### config.mk
export PLATFORM = sky130hd
export DESIGN_NAME = fpdiv_round_pack
export DESIGN_NICKNAME = d
export VERILOG_FILES = /design/src/rtl/fpdiv_round_pack.sv
export SDC_FILE = /design/constraint.sdc
export NUM_CORES = 1
export LEC_CHECK = 0
export BUFFER_PORTS_ARGS = -buffer_cell sky130_fd_sc_hd__buf_4
export CAP_MARGIN = 25
export CORE_MARGIN = 4
export CORE_UTILIZATION = 52
export CTS_BUF_LIST = sky130_fd_sc_hd__clkbuf_4
export CTS_CLUSTER_DIAMETER = 40
export DETAILED_ROUTE_END_ITERATION = 10
export PLACE_DENSITY = 0.83
export SYNTH_ARGS = -nofsm -noshare
export SYNTH_HDL_FRONTEND = slang
export SYNTH_SLANG_ARGS = --single-unit
### constraint.sdc
create_clock -name clk -period 3.05 [get_ports clk]
set_input_delay 0.4575 -clock clk [delete_from_list [all_inputs] [get_ports clk]]
set_output_delay 0.4575 -clock clk [all_outputs]
set_load 0.05 [all_outputs]
### src/rtl/fpdiv_round_pack.sv
// FP32 divider back end: normalize (S1), round and pack (S2) in a 2-deep valid/ready pipeline.
// Define FPDIV_RM_EN to add the rm input with directed rounding modes; the default build is RNE only.
module fpdiv_round_pack #(
    parameter int EXP_W = 10,
    parameter int Q_W   = 26
) (
    input  logic             clk,
    input  logic             rst,
    input  logic             in_valid,
    output logic             in_ready,
    input  logic             in_sign,
    input  logic [EXP_W-1:0] in_exp,
    input  logic [Q_W-1:0]   in_quot,
    input  logic             in_sticky,
    input  logic [2:0]       in_class,
`ifdef FPDIV_RM_EN
    input  logic [2:0]       rm,
`endif
    output logic             out_valid,
    input  logic             out_ready,
    output logic [31:0]      out_result,
    output logic [4:0]       out_flags
);

    localparam logic signed [EXP_W-1:0] EXP_OVF = EXP_W'(255);

    logic                    s1_valid_q;
    logic                    s1_sign_q;
    logic [2:0]              s1_class_q;
    logic signed [EXP_W-1:0] s1_exp_q;
    logic [22:0]             s1_mant_q;
    logic                    s1_g_q;
    logic                    s1_s_q;
`ifdef FPDIV_RM_EN
    logic [2:0]              s1_rm_q;
`endif

    logic                    s2_valid_q;
    logic [31:0]             out_result_q;
    logic [4:0]              out_flags_q;

    logic                    s1_adv;
    logic                    s2_adv;

    logic [22:0]             n_mant;
    logic                    n_g;
    logic                    n_s;
    logic signed [EXP_W-1:0] n_exp;

    logic                    inc;
    logic                    ovf_max;
    logic                    nx;
    logic [23:0]             mant_sum;
    logic signed [EXP_W-1:0] exp_r;
    logic [31:0]             res_d;
    logic [4:0]              flags_d;

    assign s2_adv     = ~s2_valid_q | out_ready;
    assign s1_adv     = ~s1_valid_q | s2_adv;
    assign in_ready   = s1_adv;
    assign out_valid  = s2_valid_q;
    assign out_result = out_result_q;
    assign out_flags  = out_flags_q;

    // A quotient below 1.0 needs one left shift, which also pulls one more bit into the mantissa.
    always_comb begin
        if (in_quot[25]) begin
            n_mant = in_quot[24:2];
            n_g    = in_quot[1];
            n_s    = in_quot[0] | in_sticky;
            n_exp  = in_exp;
        end else begin
            n_mant = in_quot[23:1];
            n_g    = in_quot[0];
            n_s    = in_sticky;
            n_exp  = in_exp - EXP_W'(1);
        end
    end

    always_comb begin
`ifdef FPDIV_RM_EN
        case (s1_rm_q)
            3'd1:    inc = 1'b0;
            3'd2:    inc = s1_sign_q & (s1_g_q | s1_s_q);
            3'd3:    inc = ~s1_sign_q & (s1_g_q | s1_s_q);
            3'd4:    inc = s1_g_q;
            default: inc = s1_g_q & (s1_s_q | s1_mant_q[0]);
        endcase
        ovf_max = (s1_rm_q == 3'd1) || (s1_rm_q == 3'd2 && !s1_sign_q)
                  || (s1_rm_q == 3'd3 && s1_sign_q);
`else
        inc     = s1_g_q & (s1_s_q | s1_mant_q[0]);
        ovf_max = 1'b0;
`endif
        mant_sum = {1'b0, s1_mant_q} + {23'd0, inc};
        exp_r    = s1_exp_q + {{(EXP_W-1){1'b0}}, mant_sum[23]};
        nx       = s1_g_q | s1_s_q;
        res_d    = 32'h0;
        flags_d  = 5'h0;
        case (s1_class_q)
            3'd0: begin
                if (exp_r >= EXP_OVF) begin
                    flags_d = 5'b00101;
                    res_d   = ovf_max ? {s1_sign_q, 8'hFE, 23'h7FFFFF}
                                      : {s1_sign_q, 8'hFF, 23'h0};
                end else if (exp_r[EXP_W-1] || exp_r == '0) begin
                    flags_d = 5'b00011;
                    res_d   = {s1_sign_q, 31'h0};
                end else begin
                    flags_d = {4'b0, nx};
                    res_d   = {s1_sign_q, exp_r[7:0], mant_sum[22:0]};
                end
            end
            3'd1: res_d = {s1_sign_q, 31'h0};
            3'd2: res_d = {s1_sign_q, 8'hFF, 23'h0};
            3'd3: res_d = 32'h7FC00000;
            3'd5: begin
                res_d   = {s1_sign_q, 8'hFF, 23'h0};
                flags_d = 5'b01000;
            end
            default: begin
                res_d   = 32'h7FC00000;
                flags_d = 5'b10000;
            end
        endcase
    end

    always_ff @(posedge clk or posedge rst) begin
        if (rst) begin
            s1_valid_q   <= 1'b0;
            s1_sign_q    <= 1'b0;
            s1_class_q   <= 3'd0;
            s1_exp_q     <= '0;
            s1_mant_q    <= 23'd0;
            s1_g_q       <= 1'b0;
            s1_s_q       <= 1'b0;
`ifdef FPDIV_RM_EN
            s1_rm_q      <= 3'd0;
`endif
            s2_valid_q   <= 1'b0;
            out_result_q <= 32'h0;
            out_flags_q  <= 5'h0;
        end else begin
            if (s1_adv) begin
                s1_valid_q <= in_valid;
                if (in_valid) begin
                    s1_sign_q  <= in_sign;
                    s1_class_q <= in_class;
                    s1_exp_q   <= n_exp;
                    s1_mant_q  <= n_mant;
                    s1_g_q     <= n_g;
                    s1_s_q     <= n_s;
`ifdef FPDIV_RM_EN
                    s1_rm_q    <= rm;
`endif
                end
            end
            if (s2_adv) begin
                s2_valid_q <= s1_valid_q;
                if (s1_valid_q) begin
                    out_result_q <= res_d;
                    out_flags_q  <= flags_d;
                end
            end
        end
    end

endmodule

## Word level (Yosys, flattened, before mapping)

Cells that the tools add are included.

| storage, ports and cells | value |
|---|---|
| word-level logic and storage cells | 43 |
| flip-flop bits (word level) | 78 |
| input port bits | 45 |
| output and inout port bits | 39 |

| operators by class | value |
|---|---|
| multiplexer cells | 10 |
| order comparisons | 1 |
| bitwise logic cells | 8 |
| $add $sub $neg | 3 |
| reduce and logical (&&, ||, !) cells | 7 |
| equality and inequality tests | 4 |

Operators by type and width:

| operator | number |
|---|---|
| 32-bit one-hot mux with 3 select lines | 1 |
| 31-bit two-way mux | 2 |
| 23-bit by 1-bit adder with 24-bit output | 1 |
| 23-bit two-way mux | 1 |
| 5-bit one-hot mux with 3 select lines | 1 |
| 10-bit by 1-bit adder with 10-bit output | 1 |
| 10-bit by 9-bit greater-or-equal comparator with 1-bit output (second input constant) | 1 |
| 10-bit zero test | 1 |
| 10-bit two-way mux | 1 |
| 10-bit by 1-bit subtractor with 10-bit output (second input constant) | 1 |
| 3-bit by 2-bit == test with 1-bit output (second input constant) | 2 |
| 1-bit OR | 5 |
| 2-bit AND reduction | 2 |
| 3-bit by 1-bit == test with 1-bit output (second input constant) | 1 |
| 3-bit == test (second input constant) | 1 |
| 3-bit zero test | 1 |
| 3-bit two-way mux | 1 |
| 3-bit OR reduction | 1 |
| 1-bit two-way mux | 2 |
| 2-bit two-way mux | 1 |
| 1-bit inverter | 2 |
| 2-bit OR reduction | 1 |
| 1-bit bitwise AND | 1 |
| 1-bit logical OR | 1 |

## Longest topological paths before layout

| logic depth | value |
|---|---|
| depth after elaboration | 9 |
| depth in mapped cells | 14 |
| depth with buffers taken out | 13 |

## Worst setup path before layout

OpenSTA, ideal clock, no wires.

| timing path | value |
|---|---|
| kind | reg-to-reg |
| start point | reg s1_mant_q[0] |
| end point | reg out_result_q[10] (netlist: out_result[10]) |
| buffers on the path | 1 |
| path slack | -197 ps |
| required time | 2926 ps |
| clock period less this slack | 3247 ps |
| arrival time | 3123 ps |
| cell stages (with the launch flop) | 15 |
| setup time | 124 ps |
| path through | dfrtp_1 -> o21a_1 -> ha_1 -> nand3_1 -> nor3_1 -> nand4_1 -> nor2_1 -> ha_1 -> ha_1 -> xor2_1 -> a2111oi_0 -> nand4_1 -> nor2_4 -> buf_6 -> o31ai_2 |

| between the ends | value |
|---|---|
| longest elaborated chain between the ends | 9 |
| elaborated cells between the ends (all ways) | 10 |
| those cells by class | 2 x add/sub; 1 x order compare; 3 x mux; 2 x bitwise; 2 x reduce/logical |

RTL lines:

| what | RTL line | source |
|---|---|---|
| from (decl) | 31 | `logic [22:0] s1_mant_q;` |
| from (signal assigned) | 150 | `s1_mant_q <= n_mant;` |
| 1-bit OR | 92 | `inc = s1_g_q & (s1_s_q \| s1_mant_q[0]);` |
| 1-bit bitwise AND | 92 |  |
| 23-bit by 1-bit adder with 24-bit output * | 95 | `mant_sum = {1'b0, s1_mant_q} + {23'd0, inc};` |
| parallel branches: the longest is 4 deep, another holds 10-bit by 1-bit adder with 10-bit output | -- |  |
| 31-bit two-way mux * | 102 | `if (exp_r >= EXP_OVF) begin` |
| 32-bit one-hot mux with 3 select lines * | 100 | `case (s1_class_q)` |
| to (signal assigned) | 161 | `out_result_q <= res_d;` |
| to (decl) | 39 | `logic [31:0] out_result_q;` |

Mark *: on every way between the ends.
A chain may end at the register's enable or synchronous reset.

## Final worst setup path

| timing path | value |
|---|---|
| start point | reg s1_s_q |
| end point | reg out_result_q[4] (netlist: out_result[4]) |

| between the ends | value |
|---|---|
| longest elaborated chain between the ends | 9 |
| elaborated cells between the ends (all ways) | 10 |
| those cells by class | 2 x add/sub; 1 x order compare; 3 x mux; 2 x bitwise; 2 x reduce/logical |

RTL lines:

| what | RTL line | source |
|---|---|---|
| from (decl) | 33 | `logic s1_s_q;` |
| from (signal assigned) | 152 | `s1_s_q <= n_s;` |
| 1-bit OR * | 92 |  |
| 1-bit bitwise AND * | 92 |  |
| 23-bit by 1-bit adder with 24-bit output * | 95 |  |
| parallel branches: the longest is 4 deep, another holds 10-bit by 1-bit adder with 10-bit output | -- |  |
| 31-bit two-way mux * | 102 |  |
| 32-bit one-hot mux with 3 select lines * | 100 |  |

Marks and branches as above.

==> results.py <==
metrics = {
    "critical_path": {
        "crit_path_end_kind": "register",
        "slowest_stage": "sky130_fd_sc_hd__dfrtp_1",
        "r2r_setup_slack_ps": -170,
        "worst_path_required_ps": 3400,
        "critical_path.startpoint_type": "register",
        "path_class": "register to register",
        "critical_path_peak_fanout": 7,
        "max_stage_delay_ps": 380,
        "r2r_end": "out_result[4]$_DFFE_PP0P_",
        "cp_cell_sequence": "o21a_1, ha_4, nand3_4, nor3_4, nand4_1, nor2_1, ha_2, buf_6, nand4_4, o31ai_4, nor4b_4, o211ai_4, buf_6, clkbuf_16, o31ai_4",
        "reg2reg_from": "s1_s_q$_DFFE_PP0P_",
        "worst_ep_arrival_time_ps": 3560,
        "worst_r2r_path_depth": 15,
    },
    "timing": {
        "final_critical_path_setup_slack_ps": -166,
        "report.final.setup_viol": 23,
        "fin_skew_ps": 19.9,
        "clock.fmax_mhz": 311,
        "rsz_0062_raised_after_global_routing": "yes",
        "number_of_endpoints_with_negative_hold_slack_in_the_final_report": 0,
        "post-route-min-period_ps": 3220,
        "final_max_slew_viol_count": 0,
        "final_worst_path_period_share": 1.05,
        "timing.max_slew.rel_slack": 0.420,
        "max_slew.worst_pin.slew_ps": 869,
    },
    "finish": {
        "non_filler_instances": 661,
        "layout-drive-gt1-share": 0.360,
        "num-fill-cells": 572,
        "n_antenna_cell": 0,
        "final_nets": 604,
        "flow.area_growth_from_synthesis_pct": 34.5,
    },
    "drt": {
        "antenna_left": 0,
        "routed-wl-met2_mm": 6.00,
        "routed_wl_mm": 12.2,
        "drt-initial-drc-count": 367,
        "detail_route.first_pass.iterations": 5,
        "wl_met3_um": 854,
        "post_drt_via_cell_ratio": 5.98,
        "top_layer": "met4",
        "detail_route.wl_per_cell_um": 18.5,
        "dr_total_vias": 3952,
        "drc": 0,
        "met1Wirelength_mm": 5.01,
    },
    "clock_tree": {
        "clk_path_buf_depth": 2,
        "h_tree_level_count": 3,
        "clk_pin_slew_worst_paths_ps": 120,
        "cts_made_buffers": 9,
        "worstSkewPairLatency_ps": 440,
        "tritoncts_clock_tree": "yes",
        "cts_root_buf": "sky130_fd_sc_hd__clkbuf_4",
        "clkSinkCount": 78,
    },
    "run_status": {
        "violations_in_the_final_reports": "negative setup slack",
        "status": "finished, violations left",
    },
    "power_and_ir_drop": {
        "static-leakage-power_uw": 0.00255,
        "sw_ratio": 0.376,
        "p_sw_uw": 1060,
        "internal_power_uw": 1770,
        "power.ir.vdd_worst_v": 0.000242,
        "power.combinational.fraction": 0.328,
        "clockPowerShare": 0.205,
        "pwr-share-seq": 0.467,
        "power_density_nw_per_um2": 483,
    },
    "grt": {
        "pin_count_of_the_biggest_net_entering_global_routing": 71,
        "initial_antenna_violation_count": 0,
        "grt_remaining_overflow": 0,
        "grt_first_pass_wirelength_mm": 16.6,
        "grt_use_total": 0.207,
        "first_global_vias": 3496,
    },
    "place": {
        "number_of_placed_instances_with_taps_included": 629,
        "dp.final_hpwl_mm": 7.61,
        "final_gp_congestion": 0.888,
        "detailedPlace.worstSlack_ps": -217,
        "io_buffers": 83,
    },
    "synthesis": {
        "synth_seq_area_share": 0.448,
        "summed_instance_area_of_the_synthesized_netlist_sq_um": 4360,
        "yosysWarningCount": 0,
        "synth-async-reset-ratio": 1.00,
        "yosys_register_bits": 78,
        "post_synth_inst_count": 442,
        "ys.flop_type": "sky130_fd_sc_hd__dfrtp_1",
        "synth.lib_cells_used.distinct": 52,
        "number_of_flops_mapped_to_enable_cells_by_yosys": 0,
        "syn-num-nets": 492,
        "syn_area_per_cell_sq_um": 9.86,
    },
    "floorplan": {
        "die_width_um": 99.6,
        "floorplan.die_area_sq_um": 9910,
        "ioPinCount": 84,
        "floorplan.rows": 33,
        "die_h_um": 99.6,
        "core_ar_sq_um": 8180,
        "initial_utilization": 0.533,
    },
    "min_path": {
        "hold_class": "primary input to asynchronous set/reset pin",
    },
    "job": {
        "max_cap_viol_count": 0,
    },
}
-- worst max-delay path by stage --
stage	startpoint	endpoint	cells after the start
2_1_floorplan	s1_mant_q[0]$_DFFE_PP0P_	out_result[10]$_DFFE_PP0P_	13
3_3_place_gp	s1_mant_q[0]$_DFFE_PP0P_	out_result[19]$_DFFE_PP0P_	13
3_5_place_dp	s1_mant_q[0]$_DFFE_PP0P_	out_result[2]$_DFFE_PP0P_	12
4_1_cts	s1_mant_q[0]$_DFFE_PP0P_	out_result[8]$_DFFE_PP0P_	15
5_1_grt	s1_s_q$_DFFE_PP0P_	out_result[4]$_DFFE_PP0P_	15
6_report	s1_s_q$_DFFE_PP0P_	out_result[4]$_DFFE_PP0P_	15
-- critical path, delay by kind of cell, from the launching register on --
kind	cells	cell delay, ps
adder cells (fa/ha/maj)	2	390
AO/OA/AOI/OAI	4	860
AND/OR/NAND/NOR	6	1050
buffers and inverters	3	440
flip-flops	1	380
-- cell usage in the layout, fill, tap and decap left out, drive strengths merged, types with 6 or more instances in the layout --
| master | n |
|---|---|
| dfrtp | 78 |
| nand2 | 77 |
| xnor2 | 23 |
| nor2 | 19 |
| o21ai | 56 |
| a221oi | 6 |
| xor2 | 13 |
| nand3 | 10 |
| buf | 124 |
| a21oi | 6 |
| mux2i | 25 |
| o31ai | 20 |
| clkbuf | 12 |
| nand4 | 10 |
| nor3 | 12 |
| inv | 10 |
-- kinds of logic after synthesis --
kind of cell	count (synthesis)	synth area share
flip-flops	78	0.448
buffers and inverters	35	0.0439
AND/OR/NAND/NOR	157	0.179
multiplexers	29	0.0677
XOR/XNOR	36	0.0723
AO/OA/AOI/OAI	102	0.175
adder cells (fa/ha/maj)	5	0.0144
-- power groups by stage --
stage | Combinational, uW | Clock [uW] | Sequential (uW)
detailed placement | 806 | 0 | 1320
CTS | 823 | 575 | 1300
floorplan | 369 | 0 | 1470
global route | 987 | 628 | 1340
global placement | 788 | 0 | 1310
finish | 929 | 579 | 1320
-- final cells by class --
class | count | area (sq um) | share of cell area
repair buffers | 126 | 1060 | 0.182
inverters | 10 | 37.5 | 0.00640
clock buffers | 10 | 75.1 | 0.0128
clock inverters | 3 | 38.8 | 0.00662
multi-input cells | 329 | 2560 | 0.437
flip-flops and latches | 78 | 1950 | 0.333
well taps | 105 | 131 | 0.0224
-- registers in the layout (all words and copies together), names as in the netlist --
name and flops:
s1_s_q 1, s1_sign_q 1, s1_valid_q 1, out_valid 1, out_flags 5, s1_exp_q 10
s1_g_q 1, s1_class_q 3, out_result 32, s1_mant_q 23
-- per-layer routing --
layer  GRT usage  vias up
met3      0.0302       42
met1       0.283     1904
li1            -     1809
met5           0        -
met2       0.335      197
met4      0.0788        0
-- stage by stage --
stage	util	hold slack (ps)	setup TNS (ps)	instance area, sq um	power, uW
6_report	0.717	199	-1860	5860	2830
5_1_grt	0.717	226	-7460	5860	2950
4_1_cts	0.667	238	0	5450	2700
3_5_place_dp	0.634	477	-3410	5180	2130
2_1_floorplan	-	458	0	4380	1840
3_3_place_gp	0.634	464	-251	5180	2100
-- cells in the mapped netlist, types with 3 or more instances --
cell / instances / area share
sky130_fd_sc_hd__nand3b_1: 4 / 0.0069
sky130_fd_sc_hd__xnor2_1: 23 / 0.046
sky130_fd_sc_hd__a221o_2: 3 / 0.0077
sky130_fd_sc_hd__nand4_1: 9 / 0.013
sky130_fd_sc_hd__clkbuf_1: 11 / 0.0095
sky130_fd_sc_hd__nor4_1: 4 / 0.0057
sky130_fd_sc_hd__nor3_1: 12 / 0.014
sky130_fd_sc_hd__or3_1: 3 / 0.0043
sky130_fd_sc_hd__inv_1: 10 / 0.0086
sky130_fd_sc_hd__and3_1: 3 / 0.0043
sky130_fd_sc_hd__nand2_1: 76 / 0.065
sky130_fd_sc_hd__a221oi_1: 6 / 0.012
sky130_fd_sc_hd__ha_1: 5 / 0.014
sky130_fd_sc_hd__o21ai_0: 55 / 0.063
sky130_fd_sc_hd__nand3_1: 10 / 0.011
sky130_fd_sc_hd__nor2_1: 18 / 0.015
sky130_fd_sc_hd__a21oi_1: 6 / 0.0069
sky130_fd_sc_hd__mux2i_1: 25 / 0.057
sky130_fd_sc_hd__o31ai_2: 16 / 0.046
sky130_fd_sc_hd__mux2_2: 4 / 0.010
sky130_fd_sc_hd__buf_6: 5 / 0.013
sky130_fd_sc_hd__dfrtp_1: 78 / 0.45
sky130_fd_sc_hd__nand2b_1: 3 / 0.0043
sky130_fd_sc_hd__xor2_1: 13 / 0.026
sky130_fd_sc_hd__buf_1: 3 / 0.0026
-- repair_timing --
item | CTS | global route
hold buffers | 0 | 0
endpoints found under the setup margin | 21 | 34
gates resized for setup | 10 | 56
pin swaps | 5 | 30
buffers inserted | 8 | 8
cloned | 1 | 2
Note: power is estimated with default switching activity, not from simulation.
